[src/rtl/aes3_tx_block.sv]
// aes3_tx_block: S/PDIF / AES3 biphase-mark transmitter.
// 2-deep sample FIFO, V/U bits, channel-status block, even parity.
module aes3_tx_block #(
  parameter int SAMPLE_WIDTH = 24,
  parameter int CS_FRAMES    = 192
) (
  input  logic                    clk,
  input  logic                    rst_n,
  input  logic                    ce,
  input  logic                    s_valid,
  output logic                    s_ready,
  input  logic [SAMPLE_WIDTH-1:0] s_left,
  input  logic [SAMPLE_WIDTH-1:0] s_right,
  input  logic [1:0]              s_v,
  input  logic [1:0]              s_u,
  input  logic [CS_FRAMES-1:0]    cs_i,
  output logic                    tx_o,
  output logic                    block_start_o,
  output logic                    underrun_o
);

  localparam int FW  = (CS_FRAMES > 1) ? $clog2(CS_FRAMES) : 1;
  localparam int EW  = 2 * SAMPLE_WIDTH + 4;
  localparam int PAD = 24 - SAMPLE_WIDTH;

  localparam logic [FW-1:0] LAST = FW'(CS_FRAMES - 1);

  localparam logic [0:0] SUB_A = 1'b0;
  localparam logic [0:0] SUB_B = 1'b1;

  localparam logic [7:0] PRE_Z = 8'b11101000;
  localparam logic [7:0] PRE_X = 8'b11100010;
  localparam logic [7:0] PRE_Y = 8'b11100100;

  logic [5:0]    half_cnt;
  logic [0:0]    sub;
  logic [FW-1:0] frame_cnt;

  logic [EW-1:0] mem [2];
  logic          wr_ptr;
  logic          rd_ptr;
  logic [1:0]    count;
  logic [1:0]    count_nx;
  logic          push;
  logic          pop;
  logic          frame_start;

  logic [EW-1:0]           rd_e;
  logic [SAMPLE_WIDTH-1:0] rd_l;
  logic [SAMPLE_WIDTH-1:0] rd_r;
  logic [23:0]             l24;
  logic [23:0]             r24;

  logic [23:0] cur_l;
  logic [23:0] cur_r;
  logic [1:0]  cur_v;
  logic [1:0]  cur_u;

  logic [CS_FRAMES-1:0] cs_sh;

  logic        pre_inv;
  logic        parity;
  logic [31:0] dw;
  logic        dbit;
  logic [7:0]  pre_pat;
  logic        pre_lvl;
  logic        pre_bit;
  logic        is_pre;
  logic        is_even;
  logic        is_odd;
  logic        tx_nx;

  assign frame_start = ce && half_cnt == 6'd0 && sub == SUB_A;
  assign push        = s_valid && s_ready;
  assign pop         = frame_start && count != 2'd0;

  always_comb begin
    count_nx = count + {1'b0, push} - {1'b0, pop};
  end

  always_ff @(posedge clk) begin
    if (push) begin
      mem[wr_ptr] <= {s_left, s_right, s_v, s_u};
    end
  end

  always_ff @(posedge clk) begin
    if (!rst_n) begin
      wr_ptr  <= 1'b0;
      rd_ptr  <= 1'b0;
      count   <= 2'd0;
      s_ready <= 1'b1;
    end else begin
      if (push) wr_ptr <= ~wr_ptr;
      if (pop)  rd_ptr <= ~rd_ptr;
      count   <= count_nx;
      s_ready <= count_nx != 2'd2;
    end
  end

  assign rd_e = mem[rd_ptr];
  assign rd_l = rd_e[EW-1 -: SAMPLE_WIDTH];
  assign rd_r = rd_e[4 +: SAMPLE_WIDTH];
  assign l24  = 24'(rd_l) << PAD;
  assign r24  = 24'(rd_r) << PAD;

  // An empty FIFO at frame start sends silence flagged invalid.
  always_ff @(posedge clk) begin
    if (!rst_n) begin
      cur_l <= '0;
      cur_r <= '0;
      cur_v <= 2'b00;
      cur_u <= 2'b00;
      cs_sh <= '0;
    end else if (frame_start) begin
      if (pop) begin
        cur_l <= l24;
        cur_r <= r24;
        cur_v <= rd_e[3:2];
        cur_u <= rd_e[1:0];
      end else begin
        cur_l <= '0;
        cur_r <= '0;
        cur_v <= 2'b11;
        cur_u <= 2'b00;
      end
      if (frame_cnt == '0) cs_sh <= cs_i;
    end
  end

  always_comb begin
    dw       = '0;
    dw[27:4] = (sub == SUB_A) ? cur_l : cur_r;
    dw[28]   = cur_v[sub];
    dw[29]   = cur_u[sub];
    dw[30]   = cs_sh[frame_cnt];
  end

  assign dbit = (half_cnt[5:1] == 5'd31) ? parity : dw[half_cnt[5:1]];

  always_comb begin
    pre_pat = PRE_Y;
    if (sub == SUB_A) begin
      pre_pat = (frame_cnt == '0) ? PRE_Z : PRE_X;
    end
  end

  assign pre_lvl = (half_cnt == 6'd0) ? tx_o : pre_inv;
  assign pre_bit = pre_pat[3'd7 - half_cnt[2:0]] ^ pre_lvl;

  assign is_pre  = half_cnt < 6'd8;
  assign is_even = !is_pre && !half_cnt[0];
  assign is_odd  = !is_pre && half_cnt[0];

  always_comb begin
    tx_nx = tx_o;
    unique case (1'b1)
      is_pre:  tx_nx = pre_bit;
      is_even: tx_nx = ~tx_o;
      is_odd:  tx_nx = tx_o ^ dbit;
    endcase
  end

  always_ff @(posedge clk) begin
    if (!rst_n) begin
      half_cnt      <= 6'd0;
      sub           <= SUB_A;
      frame_cnt     <= '0;
      tx_o          <= 1'b0;
      pre_inv       <= 1'b0;
      parity        <= 1'b0;
      block_start_o <= 1'b0;
      underrun_o    <= 1'b0;
    end else begin
      block_start_o <= frame_start && frame_cnt == '0;
      underrun_o    <= frame_start && count == 2'd0;
      if (ce) begin
        tx_o     <= tx_nx;
        half_cnt <= half_cnt + 6'd1;
        if (half_cnt == 6'd0) begin
          pre_inv <= tx_o;
          parity  <= 1'b0;
        end else if (is_odd && half_cnt <= 6'd61) begin
          parity <= parity ^ dbit;
        end
        if (half_cnt == 6'd63) begin
          sub <= ~sub;
          if (sub == SUB_B) begin
            frame_cnt <= (frame_cnt == LAST) ? '0 : frame_cnt + 1'b1;
          end
        end
      end
    end
  end

endmodule

[config.mk]
export PLATFORM = sky130hd
export DESIGN_NAME = aes3_tx_block
export DESIGN_NICKNAME = d
export VERILOG_FILES = /design/src/rtl/aes3_tx_block.sv
export SDC_FILE = /design/constraint.sdc
export NUM_CORES = 1
export LEC_CHECK = 0
export CORE_MARGIN = 10
export CORE_UTILIZATION = 55
export DETAILED_ROUTE_END_ITERATION = 7
export DONT_BUFFER_PORTS = 1
export PLACE_DENSITY = 0.73
export RECOVER_POWER = 25
export SYNTH_ARGS = -nofsm -noshare
export SYNTH_HDL_FRONTEND = slang
export SYNTH_SLANG_ARGS = --single-unit
[constraint.sdc]
create_clock -name clk -period 2.9 [get_ports clk]
set_clock_uncertainty 0.15 [all_clocks]
set_input_delay 0.145 -clock clk [delete_from_list [all_inputs] [get_ports clk]]
set_output_delay 0.145 -clock clk [all_outputs]
set_load 0.05 [all_outputs]
Yosys cells after proc, flatten, opt, wreduce, memory -nomap -nowiden:

Memories as Yosys holds them, arrays and structs flattened. A register that Yosys moved wholly into a read port is not among the register bits.
Cells that the tools add are included.

* bits in registers: 269
* output and inout port bits: 4
* memories kept: 1
* input port bits: 248
* RAM bits: 104
* word-level logic and storage cells: 87

* reduce and logical (&&, ||, !) cells: 20
* bitwise operators: 7
* add/subtract/negate cells: 5
* muxes and demuxes: 27
* magnitude comparators: 6
* equal/unequal tests: 4

Memories
* mem: depth 2, bits a word 52, rd ports 1, clocked after memory_dff 1, write ports 1, line 39 `logic [EW-1:0] mem [2];`

Operator list (count)
* 2-to-1 mux 24 bit: 3
* 2-to-1 mux 1 bit: 15
* logical AND 1 bit: 9
* less-than comparator 8 x 9 -> 1 bit, second input constant: 1
* adder 8 x 1 -> 8 bit, second input constant: 1
* binary-select mux 1 bit (select 8 bit): 1
* equality test 8 bit, second input constant: 1
* zero test 8 bit: 1
* 2-to-1 mux 4 bit: 2
* 2-to-1 mux 8 bit: 1
* adder 6 x 1 -> 6 bit, second input constant: 1
* equality test 6 bit, second input constant: 1
* <= comparator 6 bit, second input constant: 1
* zero test 6 bit: 1
* less-than comparator 5 x 6 -> 1 bit, second input constant: 1
* less-than comparator 6 x 4 -> 1 bit, second input constant: 1
* AND reduction 2 bit: 3
* binary-select mux 1 bit (select 5 bit): 1
* equality test 5 bit, second input constant: 1
* less-than comparator 3 x 4 -> 1 bit, second input constant: 1
* 2-to-1 mux 2 bit: 2
* NOT 1 bit: 4
* nonzero test 2 bit: 2
* binary-select mux 1 bit (select 3 bit): 1
* 10 further kinds: 13

Longest topological paths before layout:

Gate-level depths: netlist of run 1.

* depth after elaboration: 8
* mapped depth: 16
* mapped depth without buffers: 13

Worst setup path before layout of run 1:

No wires, ideal clock.

* path kind: register to register
* start point: register s_ready
* end point: memory mem[0][0] in the netlist's numbering, enable pin
* data arrival time: 3020 ps
* slack: -734 ps
* data required time: 2286 ps
* stages on the path, launching flop included: 3
* path buffers: 0
* library setup time: 464 ps
* clock period less this slack: 3634 ps
* cells stage by stage: dfxtp_1 > nand2_1 > nor2_1

* longest elaborated chain between the ends: 3

Ends and longest elaborated chain
* start: declaration: line 11 `output logic s_ready,`
* start signal: assignment: line 92 `s_ready <= 1'b1;`
* start signal: assignment: line 97 `s_ready <= count_nx != 2'd2;`
* logical AND 1 bit: line 74 `assign push = s_valid && s_ready;`
* 2-to-1 mux 1 bit: line 82 `if (push) begin`
* 2-to-1 mux 1 bit (implied by the code): line 83 `mem[wr_ptr] <= {s_left, s_right, s_v, s_u};`
* end: declaration: line 39

No other way between the ends.

Worst setup path in the final report of run 1:

* start point: register frame_cnt[0]
* end point: register tx_o

* longest elaborated chain between the ends: 7
* elaborated cells on any way between the ends: 13
* classes of those cells: mux (10); bitwise (2); reduce/logical (1)

Ends and longest elaborated chain
* start: declaration: line 37 `logic [FW-1:0] frame_cnt;`
* start signal: assignment: line 189 `frame_cnt <= (frame_cnt == LAST) ? '0 : frame_cnt + 1'b1;`
* binary-select mux 1 bit (select 8 bit) or zero test 8 bit (tied branches): line 136, 144
* 2-to-1 mux 1 bit (implied by the code) or 2-to-1 mux 4 bit (tied branches): line 136, 144
* binary-select mux 1 bit (select 5 bit) or 2-to-1 mux 4 bit (tied branches): line 139, 143
* 2-to-1 mux 1 bit (implied by the code) or binary-select mux 1 bit (select 3 bit) (tied branches): line 139, 149
* 2-to-1 mux 1 bit (on tied branches): line 139, 149
* XOR 1 bit (on tied branches): line 160, 149
* one-hot mux 1 bit (3 select lines) *: line 157 `unique case (1'b1)`
* end signal: assignment: line 178 `tx_o <= tx_nx;`
* end: declaration: line 17 `output logic tx_o,`

Mark *: on every way between the ends. The rest lies on a longest branch, timed or not. The select of a mux whose other input is x is not followed.
A chain may end at the register's enable or synchronous reset.

==> out/metrics.yaml, run 1 <==
syn_area_per_cell_um2: 10.3
cts_tree: "built"
wl_mm: 45.4
fin_ws_ps: 131
syn_nets: 1818
yosysTopAreaCellShare_pct: 33.6
ys_seq_elements: 374
track_usage_pct: 23.6
fin_nets: 2043
dp_hpwl_mm: 26.9
area_growth_pct: 26.4
hold_path.class: "input pin to flop"
drv_slew: 0
antenna_found_initial: 8
cts_sinks: 374
cts_buffers: 39
cp_cell_sequence: "buf_4 > mux4_2 > a22oi_1 > nand3_1 > nand4_1 > nand3_1 > o21ai_2 > mux2_1 > o21ai_1"
viasPerCell: 5.66
cp-start-kind: "flop"
max_freq_mhz: 361
core_um2: 28800
drt_iter0_markers: 1034
yosysTopAreaCell: "dfxtp_1"
die-area_um2: 36500
end_kind: "flop"
worst_pin_slew_ps: 1100
relSlewSlack_pct: 26.6
finalSetupViolations: 0
pin_count: 252
synthTopCellsByCount: "nand2_1 (461), dfxtp_1 (270), a21boi_0 (138)"
die_x_um: 191
cp_slowest_cell: "dfxtp_4"
clk_latency_ps: 520
preCtsSetupSlack_ps: 82.0
vias: 12519
max_stage_delay_ps: 520
outcome: "complete, but fails checks"
worstHoldStart: "rst_n"
rsz0062_at_grt: "false"
syn_inst: 1563
hold_violations: 237
grt_pass1_vias: 12728
ir_worst_vdd_uv: 563
numPortBuffers: 0
fillCellCount: 2023
yosysSeqAreaShare_pct: 53.0
ant_nets: 0
path_common_cell: "nand3_1"
drc: 0
overflow: 0
cp.required_ps: 3210
leakage_uw: 0.00733
firstDrtPassIters: 6
worstPathArrival_ps: 3080
grt_first_pass_wirelength_mm: 69.3
synth_edf_count: 104
cts_root_buf: "clkbuf_16"
synthArstFlopShare_pct: 0
routedWlPerCell_um: 20.5
reg2reg_from: "frame_cnt[0]"
initial_core_util_pct: 55.9
powerDensity_nw_per_um2: 641
die_h_um: 191
cp-startpoint: "frame_cnt[0]"
finalSetupTns_ps: 0
synth.most_common_cell: "nand2_1"
fin_hold_ws_ps: -350
min_period_ps: 2770
synth_area_leaders: "dfxtp_1 (34%), edfxtp_1 (19%), nand2_1 (11%), mux4_2 (7.0%), a21boi_0 (6.4%)"
clk_pin_slew_ps: 60
failed_checks: "hold timing"
syn_area_um2: 16100
path_max_fanout: 14
rows: 62
worst-setup-path-type: "flop to flop"
cts_htree_levels: 2
cts_buffer_depth: 3
yosys_warnings: 0
yosysUniqueCellTypes: 51
post-route-period-util_pct: 95.5
ys.flop_type: "dfxtp_1"
grt_max_degree: 267
place.gp.congestion: 0.867
maxCapViolCount: 0
drive_gt1_share_pct: 10.2
per-stage QoR:
stage	hold WS, ps	total power (uW)	utilization (%)	instances	cell area, um2
finish	-350	13000	70.7	2213	20300
floorplan	93.9	7500	-	1563	16100
detailed placement	94.0	7900	56.9	1865	16400
CTS	-385	13000	70.0	2189	20100
global placement	94.0	7840	56.9	1865	16400
global route	-374	13600	70.6	2210	20300
cell families after synthesis:
logic type	after synthesis	share of synthesized area (%)
xor+xnor	16	0.871
compound gates	303	13.2
buf+inv	129	4.01
mux	139	12.7
simple gates	595	15.7
fa+ha+maj	7	0.544
flops	374	53.0
worst max-delay path, delay by kind of cell (launching register included):
family	cells	cell delay, ps
compound gates	3	580
buf+inv	1	250
flops	1	520
mux	2	850
simple gates	3	340
flip-flops by register name, summed over array words and instances (netlist names), 2 cells and up, named ones only:
name,flops
cur_u,2
cur_r,24
cur_v,2
half_cnt,6
mem,104
frame_cnt,8
count,2
cs_sh,192
cur_l,24
power by group:
part,switching (uW),leakage [uW],total (uW),internal (uW)
combinational,1040,0.00354,1940,905
clock,2030,0.000612,4850,2830
sequential,282,0.00318,6230,5950
total,3350,0.00733,13000,9680
layout make-up:
cell class	instances	area [um2]	area share, %
tap	384	480	2.36
multi-input combinational	1060	6960	34.2
antenna	11	27.5	0.135
sequential	374	8530	42.0
timing repair buffer	303	3060	15.0
clock inverter	14	98.8	0.486
inverter	10	38.8	0.191
clock buffer	57	1140	5.61
layer usage:
layer	routed length, um	vias to the layer above	share of wire, %	track usage, %
met4	1380	0	3.0	7.78
met1	17000	6051	37	27.5
met2	23700	523	52	42.1
met3	3340	97	7.4	5.17
met5	0	-	0	0
li1	-	5848	-	-
layout by cell type (no fill, tap or decap), types with 12 or more instances in the layout:
cell           Yosys  final
mux2i_1           66     64
nand2_1          461    461
buf_4             16     29
o21ai_0           59     59
xnor2_1           12     12
and2_1            64     63
dfxtp_1          270    267
edfxtp_1         104    104
dlygate4sd3_1      0    262
a21boi_0         138    138
clkbuf_1          74     13
mux4_2            50     50
nand3_1           15     15
nor2_1            17     14
clkbuf_16          0     43
a21boi_1          56     56
mux2_2            22     22
path summary, 6_finish.rpt:
| kind | cells after the start | slack (ps) | to |
|---|---|---|---|
| hold / removal | 1 | -350 | cs_sh[178] |
| setup / recovery | 9 | 130 | tx_o |
| hold reg to reg | 2 | 300 | cs_sh[117] |
| setup reg to reg | 9 | 130 | tx_o |
timing repair:
action | in CTS | in global routing
hold endpoints to repair | 374 | 253
hold buffers | 253 | 9
endpoints found under the setup margin | 0 | 161
resized for setup | 0 | 10
buffers inserted | 0 | 3
Power figures use the tool's default switching activity.
==> run 2, diff against run 1 <==
==> constraint.sdc (replaced) <==
create_clock -name clk -period 2.9 [get_ports clk]
set_clock_uncertainty 0.15 [all_clocks]
set_input_delay 0.435 -clock clk [delete_from_list [all_inputs] [get_ports clk]]
set_output_delay 0.435 -clock clk [all_outputs]
set_load 0.05 [all_outputs]
==> out/metrics.yaml, run 2 (synthesis gave the netlist of run 1 again) <==
worstHoldStart: "cs_i[31]"  # was rst_n
initial_core_util_pct: 55.9  # unchanged
path_common_cell: "o22ai_1"  # was nand3_1
regArea_um2: 8530  # unchanged
cts_tree: "built"  # unchanged
hold_depth: 2  # was 1
cp_slowest_cell: "or4_1"  # was dfxtp_4
reg2reg_from: "half_cnt[1]"  # was frame_cnt[0]
ir_worst_vdd_uv: 649  # was 563 uV
postLayoutCellArea_um2: 20400  # was 20,300 um2
fin_nets: 2044  # was 2,043
hold_path.class: "input pin to flop"  # unchanged
layout_common_cells: "nand2_1 (461), dfxtp_1 (267), dlygate4sd3_1 (261)"  # was nand2_1 (461), dfxtp_1 (267), dlygate4sd3_1 (262)
hold_path_end: "cs_sh[31]"  # was cs_sh[178]
cts_sinks: 374  # unchanged
worst_pin_slew_ps: 983  # was 1100 ps
dp_hpwl_mm: 26.6  # was 26.9 mm
grt_first_pass_wirelength_mm: 68.6  # was 69.3 mm
clk_latency_ps: 520  # about the same
die-area_um2: 36500  # unchanged
routedWlPerCell_um: 20.5  # about the same
path_max_fanout: 14  # unchanged
top_register: "cs_sh"  # unchanged
maxCapViolCount: 0  # unchanged
firstDrtPassIters: 6  # unchanged
drt_iter0_markers: 1055  # was 1,034
p_total_uw: 13300  # was 13,000 uW
grt_max_degree: 267  # unchanged
crit_family: "simple AND/OR/NAND/NOR gates"  # was multiplexers
fin_hold_ws_ps: -21.4  # was -350 ps
outcome: "complete, but fails checks"  # unchanged
viasPerCell: 5.63  # was 5.66
place.gp.congestion: 0.869  # was 0.867
rows: 62  # unchanged
fin_util_pct: 71.0  # was 70.7%
worstPathArrival_ps: 3110  # was 3080 ps
powerDensity_nw_per_um2: 649  # was 641 nW/um2
hold_violations: 1  # was 237
multiInputGateArea_um2: 6950  # was 6960 um2
antenna_found_initial: 11  # was 8
track_usage_pct: 23.5  # was 23.6%
cts_root_buf: "clkbuf_16"  # unchanged
failed_checks: "hold timing"  # unchanged
cts_htree_levels: 2  # unchanged
die_h_um: 191  # unchanged
vias: 12466  # was 12,519
core_um2: 28800  # unchanged
cp-start-kind: "flop"  # unchanged
end_kind: "flop"  # unchanged
leakage_uw: 0.00738  # was 0.00733 uW
drv_slew: 0  # unchanged
pin_count: 252  # unchanged
worst-r2r-setup-slack_ps: 90  # was 130 ps
clk_pin_slew_ps: 60  # about the same
cts_buffers: 40  # was 39
relSlewSlack_pct: 34.5  # was 26.6%
worst_r2r_path_depth: 10  # was 9
largestRegisters: "cs_sh (192), mem (104)"  # unchanged
min_period_ps: 2810  # was 2770 ps
cp.required_ps: 3200  # was 3210 ps
drive_gt1_share_pct: 10.3  # was 10.2%
cp_cell_sequence: "buf_12 > mux4_2 > mux2i_2 > o21bai_2 > o22ai_1 > nor3_1 > buf_4 > o21ai_2 > or4_1 > o22ai_1"  # was buf_4 > mux4_2 > a22oi_1 > nand3_1 > nand4_1 > nand3_1 > o21ai_2 > mux2_1 > o21ai_1
wl_mm: 45.3  # was 45.4 mm
finalSetupTns_ps: 0  # unchanged
rsz0062_at_grt: "true"  # was false
drc: 0  # unchanged
area_growth_pct: 27.1  # was 26.4%
largest_reg_flops: 192  # unchanged
placed_cell_area_um2: 16400  # about the same
crit_buf_inv: 2  # was 1
max_stage_delay_ps: 470  # was 520 ps
worstReg2RegEnd: "parity"  # was tx_o
ant_nets: 0  # unchanged
worst-setup-path-type: "flop to flop"  # unchanged
fillCellCount: 1981  # was 2,023
final_common_cell: "nand2_1"  # unchanged
post-route-period-util_pct: 96.7  # was 95.5%
max_freq_mhz: 356  # was 361 MHz
cts_buffer_depth: 3  # unchanged
finalSetupViolations: 0  # unchanged
die_x_um: 191  # unchanged
grt_pass1_vias: 12676  # was 12,728
overflow: 0  # unchanged
numPortBuffers: 0  # unchanged
## run 2: per-stage QoR
step / worst slack [ps] / instances / hold WS, ps
CTS: 38.4 / 2191 / -99.5
global placement: 132 / 1865 / 288
detailed placement: 54.2 / 1865 / 294
finish: 94.9 / 2216 / -21.4
floorplan: 93.8 / 1563 / 282
global route: -5.63 / 2212 / 4.75
## run 2: timing repair
| action | CTS | global route |
|---|---|---|
| hold buffers | 255 | 8 |
| endpoints found under the hold margin | 369 | 147 |
| buffers inserted | 0 | 2 |
| endpoints found under the setup margin | 0 | 196 |
| resized for setup | 0 | 9 |
## run 2: worst reg2reg max path, cell delays in order, from the launching register on
cell and delay, ps:
dfxtp_1 340, buf_12 160, mux4_2 360, mux2i_2 100, o21bai_2 270, o22ai_1 110, nor3_1 370, buf_4 190
o21ai_2 70, or4_1 470, o22ai_1 160
## run 2: layout make-up
type                    count  share of cell area [%]
repair buffers            303                    15.2
well taps                 384                    2.35
inverters                  10                   0.190
clock buffers              54                    5.61
flip-flops and latches    374                    41.7
diodes                     14                   0.171
clock inverters            17                   0.771
multi-input cells        1060                    34.0
## run 2: worst max-delay path by stage
stage,from,endpoint,slack [ps],cells after the start
2_1_floorplan,half_cnt[1],s_ready,90,16
3_3_place_gp,frame_cnt[0],cs_sh[100],130,7
3_5_place_dp,frame_cnt[0],cs_sh[12],50,7
4_1_cts,frame_cnt[0],cs_sh[3],40,7
5_1_grt,half_cnt[1],tx_o,-6,10
6_report,half_cnt[1],parity,90,10
## run 2: report_power, final
group          switching (uW)  internal, uW
logic                    1070           916
clock network            2030          3030
registers                 283          5950
total                    3380          9890
## run 2: per-layer routing
| metal | global-route usage, % | up-vias | part of all wire, % |
|---|---|---|---|
| met5 | 0 | - | 0.029 |
| met3 | 5.01 | 116 | 7.4 |
| met1 | 27.2 | 5979 | 38 |
| met2 | 41.7 | 512 | 51 |
| li1 | - | 5857 | - |
| met4 | 8.66 | 2 | 3.5 |
==> run 3, diff against run 2 <==
==> config.mk (replaced) <==
export PLATFORM = sky130hd
export DESIGN_NAME = aes3_tx_block
export DESIGN_NICKNAME = d
export VERILOG_FILES = /design/src/rtl/aes3_tx_block.sv
export SDC_FILE = /design/constraint.sdc
export NUM_CORES = 1
export LEC_CHECK = 0
export CELL_PAD_IN_SITES_DETAIL_PLACEMENT = 1
export CELL_PAD_IN_SITES_GLOBAL_PLACEMENT = 1
export CORE_MARGIN = 10
export CORE_UTILIZATION = 45
export DETAILED_ROUTE_END_ITERATION = 7
export DONT_BUFFER_PORTS = 1
export PLACE_DENSITY_LB_ADDON = 0.1
export RECOVER_POWER = 100
export SYNTH_ARGS = -nofsm -noshare
export SYNTH_HDL_FRONTEND = slang
export SYNTH_SLANG_ARGS = --single-unit
==> out/metrics.yaml, run 3 (synthesis gave the netlist of run 1 again) <==
rows: 69  # was 62
die-area_um2: 43700  # was 36,500 um2
drc: 0  # unchanged
max_freq_mhz: 350  # was 356 MHz
drv_slew: 0  # unchanged
largest_reg_flops: 192  # unchanged
fin_hold_ws_ps: -74.3  # was -21.4 ps
numPortBuffers: 0  # unchanged
ant_nets: 0  # unchanged
clk_pin_slew_ps: 60  # about the same
worstPathArrival_ps: 3150  # was 3110 ps
pin_count: 252  # unchanged
crit_family: "buffers and inverters"  # was simple AND/OR/NAND/NOR gates
overflow: 0  # unchanged
min_period_ps: 2860  # was 2810 ps
crit_buf_inv: 3  # was 2
outcome: "complete, but fails checks"  # unchanged
clk_latency_ps: 560  # was 520 ps
drive_gt1_share_pct: 11.0  # was 10.3%
hold_path.class: "input pin to flop"  # unchanged
powerDensity_nw_per_um2: 657  # was 649 nW/um2
die_x_um: 209  # was 191 um
hold_violations: 38  # was 1
final_cells: 2296  # was 2,216
rsz0062_at_grt: "true"  # unchanged
dp_hpwl_mm: 31.1  # was 26.6 mm
layout_common_cells: "nand2_1 (461), dfxtp_1 (266), dlygate4sd3_1 (253)"  # was nand2_1 (461), dfxtp_1 (267), dlygate4sd3_1 (261)
place.gp.congestion: 0.856  # was 0.869
multiInputGateArea_um2: 6940  # was 6950 um2
cts_htree_levels: 2  # unchanged
grt_pass1_vias: 13331  # was 12,676
path_max_fanout: 96  # was 14
maxCapViolCount: 0  # unchanged
failed_checks: "hold timing"  # unchanged
cp.required_ps: 3190  # was 3200 ps
fillCellCount: 3723  # was 1,981
cts_sinks: 374  # unchanged
grt_max_degree: 267  # unchanged
grt_first_pass_wirelength_mm: 77.0  # was 68.6 mm
cp_cell_sequence: "buf_12 > clkinv_1 > ha_1 > nand4_1 > or3_4 > buf_8 > nand2_1 > a21boi_0"  # was buf_12 > mux4_2 > mux2i_2 > o21bai_2 > o22ai_1 > nor3_1 > buf_4 > o21ai_2 > or4_1 > o22ai_1
cts_buffer_depth: 3  # unchanged
initial_core_util_pct: 45.4  # was 55.9%
dpl.cell_count: 1954  # was 1,865
routedWlPerCell_um: 22.3  # was 20.5 um
ir_worst_vdd_uv: 592  # was 649 uV
firstDrtPassIters: 4  # was 6
vias: 12269  # was 12,466
worst-setup-path-type: "flop to flop"  # unchanged
final_common_cell: "nand2_1"  # unchanged
viasPerCell: 5.34  # was 5.63
top_register: "cs_sh"  # unchanged
cp-start-kind: "flop"  # unchanged
worst_pin_slew_ps: 773  # was 983 ps
leakage_uw: 0.00742  # was 0.00738 uW
relSlewSlack_pct: 48.4  # was 34.5%
die_h_um: 209  # was 191 um
post-route-period-util_pct: 98.6  # was 96.7%
max_stage_delay_ps: 500  # was 470 ps
area_growth_pct: 27.9  # was 27.1%
cts_buffers: 42  # was 40
finalSetupViolations: 0  # unchanged
end_kind: "flop"  # unchanged
cp_slowest_cell: "buf_8"  # was or4_1
wl_mm: 51.1  # was 45.3 mm
fin_nets: 2054  # was 2,044
antenna_found_initial: 6  # was 11
cts_tree: "built"  # unchanged
regArea_um2: 8540  # was 8530 um2
largestRegisters: "cs_sh (192), mem (104)"  # unchanged
drt_iter0_markers: 701  # was 1,055
track_usage_pct: 22.2  # was 23.5%
core_um2: 35400  # was 28,800 um2
cts_root_buf: "clkbuf_16"  # unchanged
==> run 3: changes by cell type in the layout (fill, tap and decap cells not counted), sizes merged <==
cell and change:
buf +10, bufbuf +1, bufinv -1, clkbuf +11, clkinv -1, clkinvlp -2, diode -8, dlygate4sd3 -8
inv +1
==> run 3: report_power, final <==
part / switching [uW] / internal, uW / total (uW)
logic: 1100 / 916 / 2020
clock network: 2150 / 3100 / 5250
registers: 308 / 5950 / 6260
total: 3560 / 9960 / 13500
==> run 3: stage by stage <==
step                setup TNS, ps  utilization [%]  setup slack (ps)  instance area, um2  total power (uW)
floorplan                       0                -              93.8               16100              7500
global placement                0             46.8              5.86               16600              7950
detailed placement           -312             46.8             -55.0               16600              8020
CTS                             0             57.4              9.04               20300             13600
global route                 -756             58.1              -179               20600             14100
finish                          0             58.1              41.1               20600             13500
==> run 3: worst paths after layout <==
path | start | endpoint | slack, ps | cells past startpoint
setup / recovery | frame_cnt[0] | cs_sh[179] | 40 | 8
hold / removal | cs_i[138] | cs_sh[138] | -70 | 2
setup reg to reg | frame_cnt[0] | cs_sh[179] | 40 | 8
hold reg to reg | cs_sh[116] | cs_sh[116] | 300 | 2
==> run 3: what timing repair did <==
action,4_1_cts,5_1_grt
endpoints found under the hold margin,369,121
pin swaps,0,1
resized for setup,2,8
endpoints found under the setup margin,75,153
hold buffers,234,20
gates cloned,1,1
buffers inserted,3,3
==> run 3: cell type report <==
| cell class | count | share of cell area (%) |
|---|---|---|
| multi-input cells | 1060 | 33.7 |
| clock buffers | 60 | 5.93 |
| diodes | 6 | 0.0730 |
| clock inverters | 14 | 0.572 |
| repair buffers | 311 | 15.2 |
| well taps | 461 | 2.80 |
| flip-flops and latches | 374 | 41.5 |
| inverters | 10 | 0.188 |
==> run 3: per-layer routing <==
layer / vias up / GRT usage, % / routed length, um / part of all wire, %
met5: - / 0 / 13 / 0.025
met4: 2 / 7.07 / 1160 / 2.3
met3: 69 / 3.95 / 2110 / 4.1
met2: 251 / 40.9 / 27200 / 53
met1: 6076 / 25.4 / 20700 / 40
li1: 5871 / - / - / -
